===== config.mk =====
export PLATFORM = sky130hd
export DESIGN_NAME = qspi_xfer_ctrl
export DESIGN_NICKNAME = d
export VERILOG_FILES = /design/src/rtl/qspi_xfer_ctrl.sv
export SDC_FILE = /design/constraint.sdc
export NUM_CORES = 1
export LEC_CHECK = 0
export BUFFER_PORTS_ARGS = -buffer_cell sky130_fd_sc_hd__buf_2
export CAP_MARGIN = 10
export CELL_PAD_IN_SITES_DETAIL_PLACEMENT = 1
export CELL_PAD_IN_SITES_GLOBAL_PLACEMENT = 2
export CORE_MARGIN = 1
export CORE_UTILIZATION = 45
export CTS_BUF_LIST = sky130_fd_sc_hd__clkbuf_8
export DETAILED_ROUTE_END_ITERATION = 8
export GPL_TIMING_DRIVEN = 0
export PLACE_DENSITY_LB_ADDON = 0.08
export SKIP_LAST_GASP = 1
export SYNTH_ARGS = -nofsm -noshare
export SYNTH_HDL_FRONTEND = slang
export SYNTH_SLANG_ARGS = --single-unit

===== constraint.sdc =====
create_clock -name clk -period 5.3 [get_ports clk]
set_input_delay 0.53 -clock clk [delete_from_list [all_inputs] [get_ports clk]]
set_output_delay 0.53 -clock clk [all_outputs]
set_load 0.01 [all_outputs]

===== src/rtl/qspi_xfer_ctrl.sv =====
// Generic FIFO: head and following entry are exposed so consumers can look one entry ahead.
// Latency: a push is visible at the head the cycle after it is written; flush empties in one cycle.
// Backpressure: push is ignored when full unless a pop happens in the same cycle; pop is ignored when empty.
module sync_fifo #(
    parameter int WIDTH = 8,
    parameter int DEPTH = 2
) (
    input  logic                   clk,
    input  logic                   rst,
    input  logic                   flush,
    input  logic                   push,
    input  logic [WIDTH-1:0]       push_dat,
    input  logic                   pop,
    output logic [WIDTH-1:0]       head_dat,
    output logic [WIDTH-1:0]       next_dat,
    output logic [$clog2(DEPTH):0] count
);
    localparam int PW = $clog2(DEPTH);
    localparam logic [PW:0] FULL_CNT = (PW+1)'(DEPTH);

    logic [WIDTH-1:0] mem [DEPTH];
    logic [PW-1:0]    rd_ptr;
    logic [PW-1:0]    wr_ptr;
    logic             do_push;
    logic             do_pop;

    assign do_pop  = pop && (count != '0);
    assign do_push = push && ((count != FULL_CNT) || do_pop);

    always_ff @(posedge clk or posedge rst) begin
        if (rst) begin
            rd_ptr <= '0;
            wr_ptr <= '0;
            count  <= '0;
        end else if (flush) begin
            rd_ptr <= '0;
            wr_ptr <= '0;
            count  <= '0;
        end else begin
            if (do_push) wr_ptr <= wr_ptr + PW'(1);
            if (do_pop)  rd_ptr <= rd_ptr + PW'(1);
            if (do_push && !do_pop)      count <= count + (PW+1)'(1);
            else if (!do_push && do_pop) count <= count - (PW+1)'(1);
        end
    end

    always_ff @(posedge clk) begin
        if (do_push) mem[wr_ptr] <= push_dat;
    end

    assign head_dat = mem[rd_ptr];
    assign next_dat = mem[rd_ptr + PW'(1)];
endmodule

// qspi_xfer_ctrl: decodes command + 24-bit address, then maps the qspi byte stream onto memory accesses.
// Latency: staged read byte shows on wr_data 1 cycle after push/pop; queued writes request memory 1 cycle later.
// Backpressure: one access outstanding, held until mem_ack; full write FIFO drops bytes, empty prefetch flags underrun.
module qspi_xfer_ctrl #(
    parameter int         ADDR_BITS  = 24,
    parameter logic [7:0] CMD_READ   = 8'h02,
    parameter logic [7:0] CMD_WRITE  = 8'h03,
    parameter int         FIFO_DEPTH = 2
) (
    input  logic                 clk,
    input  logic                 async_reset,
    input  logic                 start,
    input  logic [7:0]           rd_data,
    input  logic                 rd_valid,
    output logic [7:0]           wr_data,
    input  logic                 wr_valid,
    output logic                 mem_req,
    output logic                 mem_we,
    output logic [ADDR_BITS-1:0] mem_addr,
    output logic [7:0]           mem_wdata,
    input  logic                 mem_ack,
    input  logic [7:0]           mem_rdata,
    output logic                 busy,
    output logic                 err_underrun,
    output logic                 err_overflow
);
    localparam int CW = $clog2(FIFO_DEPTH) + 1;
    localparam logic [CW-1:0] DEPTH_C = CW'(FIFO_DEPTH);

    typedef enum logic [2:0] {IDLE, CMD, ADDR, READ, WRITE, DISCARD} state_t;
    typedef struct packed {
        logic [ADDR_BITS-1:0] addr;
        logic [7:0]           dat;
    } wr_ent_t;

    state_t               state_q, state_d;
    logic                 is_rd_q;
    logic [1:0]           addr_byte_q;
    logic [ADDR_BITS-1:0] addr_cnt_q;
    logic                 rd_stale_q;

    wr_ent_t              wf_in_dat, wf_head, wf_next;
    logic [CW-1:0]        wf_count;
    logic                 wf_push, wf_pop, wf_full, wr_byte, overflow;

    logic [7:0]           pf_head, pf_next, wr_data_d;
    logic [CW-1:0]        pf_count;
    logic                 pf_push, pf_pop, rd_byte, underrun, rd_issue;

    assign wr_byte   = (state_q == WRITE) && rd_valid && !start;
    assign wf_pop    = mem_req && mem_ack && mem_we;
    assign wf_full   = (wf_count == DEPTH_C);
    assign wf_push   = wr_byte && (!wf_full || wf_pop);
    assign overflow  = wr_byte && wf_full && !wf_pop;
    assign wf_in_dat = {addr_cnt_q, rd_data};

    // A read acked after an abort (start) belongs to the old transaction and is dropped.
    assign rd_byte  = (state_q == READ) && wr_valid && !start;
    assign pf_pop   = rd_byte && (pf_count != '0);
    assign underrun = rd_byte && (pf_count == '0);
    assign pf_push  = mem_req && mem_ack && !mem_we && !rd_stale_q && !start;

    // Pending writes always win, so committed data lands before any new read.
    assign rd_issue = (state_q == READ) && !start && !mem_req && (wf_count == '0) && (pf_count < DEPTH_C);

    assign busy = ((state_q != IDLE) && (state_q != DISCARD)) || mem_req || (wf_count != '0);

    sync_fifo #(.WIDTH($bits(wr_ent_t)), .DEPTH(FIFO_DEPTH)) u_wr_fifo (
        .clk      (clk),
        .rst      (async_reset),
        .flush    (1'b0),
        .push     (wf_push),
        .push_dat (wf_in_dat),
        .pop      (wf_pop),
        .head_dat (wf_head),
        .next_dat (wf_next),
        .count    (wf_count)
    );

    sync_fifo #(.WIDTH(8), .DEPTH(FIFO_DEPTH)) u_pf_fifo (
        .clk      (clk),
        .rst      (async_reset),
        .flush    (start),
        .push     (pf_push),
        .push_dat (mem_rdata),
        .pop      (pf_pop),
        .head_dat (pf_head),
        .next_dat (pf_next),
        .count    (pf_count)
    );

    // wr_data tracks the prefetch head after this cycle's push/pop.
    always_comb begin
        wr_data_d = pf_head;
        if (start)
            wr_data_d = 8'hFF;
        else if (pf_pop && (pf_count > CW'(1)))
            wr_data_d = pf_next;
        else if (pf_pop || (pf_count == '0))
            wr_data_d = pf_push ? mem_rdata : 8'hFF;
    end

    always_comb begin
        state_d = state_q;
        if (start) begin
            state_d = CMD;
        end else begin
            case (state_q)
                CMD: begin
                    if (rd_valid)
                        state_d = ((rd_data == CMD_READ) || (rd_data == CMD_WRITE)) ? ADDR : DISCARD;
                end
                ADDR: begin
                    if (rd_valid && (addr_byte_q == 2'd2))
                        state_d = is_rd_q ? READ : WRITE;
                end
                default: state_d = state_q;
            endcase
        end
    end

    always_ff @(posedge clk or posedge async_reset) begin
        if (async_reset) state_q <= IDLE;
        else             state_q <= state_d;
    end

    always_ff @(posedge clk or posedge async_reset) begin
        if (async_reset) begin
            is_rd_q      <= 1'b0;
            addr_byte_q  <= 2'd0;
            addr_cnt_q   <= '0;
            rd_stale_q   <= 1'b0;
            wr_data      <= 8'hFF;
            mem_req      <= 1'b0;
            mem_we       <= 1'b0;
            mem_addr     <= '0;
            mem_wdata    <= '0;
            err_underrun <= 1'b0;
            err_overflow <= 1'b0;
        end else begin
            wr_data      <= wr_data_d;
            err_underrun <= underrun;
            err_overflow <= overflow;

            if (start && mem_req && !mem_we && !mem_ack) rd_stale_q <= 1'b1;
            else if (mem_ack)                            rd_stale_q <= 1'b0;

            if (start) begin
                addr_byte_q <= 2'd0;
            end else if ((state_q == CMD) && rd_valid) begin
                is_rd_q <= (rd_data == CMD_READ);
            end else if ((state_q == ADDR) && rd_valid) begin
                addr_cnt_q  <= {addr_cnt_q[ADDR_BITS-9:0], rd_data};
                addr_byte_q <= addr_byte_q + 2'd1;
            end else if (wr_byte || rd_issue) begin
                addr_cnt_q <= addr_cnt_q + ADDR_BITS'(1);
            end

            if (mem_req) begin
                if (mem_ack) begin
                    // Chain straight into the next queued write without dropping mem_req.
                    if (mem_we && (wf_count > CW'(1))) begin
                        mem_addr  <= wf_next.addr;
                        mem_wdata <= wf_next.dat;
                    end else begin
                        mem_req <= 1'b0;
                        mem_we  <= 1'b0;
                    end
                end
            end else if (wf_count != '0) begin
                mem_req   <= 1'b1;
                mem_we    <= 1'b1;
                mem_addr  <= wf_head.addr;
                mem_wdata <= wf_head.dat;
            end else if (rd_issue) begin
                mem_req  <= 1'b1;
                mem_we   <= 1'b0;
                mem_addr <= addr_cnt_q;
            end
        end
    end
endmodule


==> results.sh <==
export IMPL_fillers=1881
export IMPL_p_leak_nw=3.52
export IMPL_routed_wl_um=21800
export IMPL_cts_hold_buffers=0
export IMPL_maxSlewHeadroom_pct=36.7
export IMPL_die_x_um=135
export IMPL_critPathSlowestCell="nor2_1"
export IMPL_avgViaCountPerCell=5.85
export IMPL_yosysWarnings=0
export IMPL_hp_class="input pin to async pin"
export IMPL_met3_length_um=673
export IMPL_grtUsageTotal_pct=25.4
export IMPL_status="completed"
export IMPL_netlist_top_cells_area="edfxtp_1 30%, dfrtp_1 24%, mux2_2 7.0%"
export IMPL_synth_top_family_by_area="multiplexers"
export IMPL_fin_crit_sh_pct=59.2
export IMPL_netlist_cell_type_count=64
export IMPL_syn_num_nets=723
export IMPL_yosys_area_top_type_share_pct=30.3
export IMPL_hold_violations=0
export IMPL_crit_chain="inv_1 > ha_1 > buf_2 > nor2b_1 > a21oi_1 > nor2_1 > buf_2 > mux2_2"
export IMPL_clock_latency_ns=0.47
export IMPL_yosysMostFrequentCell="edfxtp_1"
export IMPL_worstPathArrival_ns=3.49
export IMPL_setup_viol=0
export IMPL_synth_edf_count=80
export IMPL_synthAdderAreaFrac_pct=1.42
export IMPL_fin_worst_skew_ns=0.0105
export IMPL_period_needed_ns=3.14
export IMPL_drt_iter0_drc=227
export IMPL_post_drt_wl_per_cell_um=21.5
export IMPL_first_global_vias=6340
export IMPL_vias=5942
export IMPL_start_kind="register"
export IMPL_clockBufferDepth=2
export IMPL_synth_commonest_cells="80 x edfxtp_1, 75 x dfrtp_1, 70 x nor2_1"
export IMPL_peakVddDrop_mv=0.218
export IMPL_cts_resized=0
export IMPL_diodes=0
export IMPL_drive_above_1_share_pct=24.0
export IMPL_avgSynthCellArea_sq_um=11.5
export IMPL_path_max_fanout=10
export IMPL_met2_length_um=11200
export IMPL_rows=48
export IMPL_wl_met1_um=9670
export IMPL_synth_xor_xnor_area_share_pct=0.773
export IMPL_die_h_um=135
export IMPL_post_cts_buffers=0
export IMPL_die_area_sq_um=18200
export IMPL_seq_area_frac_synth_pct=56.6
export IMPL_max_cap_violations=0
export IMPL_cp_end_kind="register"
export IMPL_cts_tree="built"
export IMPL_max_clock_freq_ghz=0.319
export IMPL_syn2layout_area_growth_pct=13.4
export IMPL_critPathMaxStageDelay_ns=0.70
export IMPL_synth_seq_cells=163
export IMPL_h_tree_depth=4
export IMPL_yosys_area_share_simple_pct=12.6
export IMPL_highest_layer="met4"
export IMPL_register_area_sq_um=4490
export IMPL_rrSetupSlack_ns=2.16
export IMPL_grt_pass1_wl_um=34800
export IMPL_worstPathRequired_ns=5.65
export IMPL_io_buffers=65
export IMPL_tns_ns=0
export IMPL_synth_flop_cell="edfxtp_1"
export IMPL_rsz0062_at_grt="false"
export IMPL_cts_made_buffers=17
export IMPL_grt_overflow=0
export IMPL_clk_pin_slew_ns=0.09
export IMPL_drc=0
export IMPL_critPathKind="register to register"
export IMPL_worstMarginPinSlew_ns=0.947
export IMPL_place_congestion=0.853
export IMPL_critPathBufInv=3
export IMPL_drt_pass1_iter_count=4
export IMPL_drtAntennaViolNets=0
export IMPL_start_util_pct=46.0
export IMPL_grt_max_degree=58
export IMPL_multi_input_area_sq_um=3220
export IMPL_dpl_hpwl_um=15500
export IMPL_total_power_mw=4.15
export IMPL_critPathMostFrequentCell="buf_2"
export IMPL_core_area_sq_um=17200
export IMPL_synthArstFlopShare_pct=50.9
export IMPL_io_pins=67
export IMPL_crit_family="simple AND/OR/NAND/NOR gates"
export IMPL_cts_sinks=163
export IMPL_root_buffer="clkbuf_8"
export IMPL_antenna_found_initial=0
export IMPL_syn_cell_area_sq_um=7930
export IMPL_syn_inst=692
export IMPL_powerDensity_nw_per_um2=461
export IMPL_final_net_count=809
export IMPL_synth_top_area_cell="edfxtp_1"
export IMPL_synthMuxAreaShare_pct=13.1
export IMPL_slew_viol_final=0
export IMPL_synth_compound_area_share_pct=12.6
## final cells by class
cell class	count	area share, %
sequential	163	49.9
multi-input combinational	477	35.8
timing repair buffer	67	4.14
tap	225	3.13
clock buffer	18	2.75
buffer	43	2.24
clock inverter	14	1.68
inverter	9	0.403
## final timing paths
check,to,startpoint,depth (start not counted)
worst max-delay path,mem_addr[17]$_DFFE_PP0P_,u_wr_fifo.count[1]$_DFFE_PP0P_,8
worst min-delay path,mem_wdata[4]$_DFFE_PP0P_,async_reset,2
min in group clk,u_pf_fifo.mem[0][0]$_DFFE_PP_,mem_rdata[0],1
worst min register to register,u_wr_fifo.mem[0][10]$_DFFE_PP_,addr_cnt_q[2]$_DFFE_PP0P_,0
worst max register to register,mem_addr[17]$_DFFE_PP0P_,u_wr_fifo.count[1]$_DFFE_PP0P_,8
max in group asynchronous,addr_cnt_q[6]$_DFFE_PP0P_,async_reset,3
## flip-flops by register name, summed over array words and instances, names as in the netlist
register / cells
mem_we: 1
u_pf_fifo.rd_ptr: 1
err_underrun: 1
u_pf_fifo.mem: 16
u_wr_fifo.rd_ptr: 1
addr_byte_q: 2
u_pf_fifo.wr_ptr: 1
addr_cnt_q: 24
rd_stale_q: 1
u_pf_fifo.count: 2
u_wr_fifo.mem: 64
mem_addr: 24
mem_req: 1
mem_wdata: 8
u_wr_fifo.wr_ptr: 1
wr_data: 8
u_wr_fifo.count: 2
is_rd_q: 1
err_overflow: 1
state_q: 3
## per-stage QoR
stage | hold slack (ns) | std cells | setup slack [ns] | utilization (%) | cell area, sq um
floorplan | 0.437 | 692 | 1.93 | - | 7930
global placement | 0.442 | 982 | 0.724 | 49.5 | 8540
detailed placement | 0.451 | 984 | 2.15 | 49.9 | 8600
CTS | 0.0436 | 1016 | 2.12 | 52.2 | 9000
global route | 0.0578 | 1016 | 1.96 | 52.2 | 9000
finish | 0.0529 | 1016 | 2.16 | 52.2 | 9000
## cell usage in the layout, fill, tap and decap left out, drive strengths merged, types with 3 or more instances in the layout
cell     count
nand3b       3
edfxtp      80
a2bb2oi      4
clkinv       7
clkbuf      38
o21ai       38
mux2i       49
dfstp        8
o31ai        3
and2         5
a31oi        4
o211ai       3
xnor2        4
nand2       63
mux2        49
nor2b        4
ha           9
inv         13
nor2        70
o311ai       3
and3         8
a211o        9
or2          5
o22ai        3
nand3       10
nor4         5
a32o         9
a21oi       60
buf         90
nand4        6
a211oi       3
nor3        12
dfrtp       75
xor2         3
## worst reg2reg max path: stages (launching register included)
cell	delay, ns
dfrtp_1	0.42
inv_1	0.11
ha_1	0.15
buf_2	0.17
nor2b_1	0.41
a21oi_1	0.27
nor2_1	0.70
buf_2	0.41
mux2_2	0.38
## power breakdown
part           switching, mW  total [mW]  internal, mW  leakage, nW
clock network          0.489       0.925         0.437        0.205
registers              0.111        1.63          1.52         1.77
logic                  0.925        1.60         0.672         1.54
## kinds of logic after synthesis
| kind of cell | after synthesis |
|---|---|
| and+or+nand+nor | 207 |
| DFF | 163 |
| xor gates and xnor gates | 7 |
| muxes | 98 |
| adders and majority gates | 9 |
| buffers and inverters | 52 |
| AOI/OAI and AO/OA | 156 |
## layer usage
metal	track usage (%)	vias to the layer above
li1	-	2733
met1	32.4	3069
met2	44.1	114
met3	4.43	26
met4	7.55	0
met5	0	-
Power figures use the tool's default switching activity.
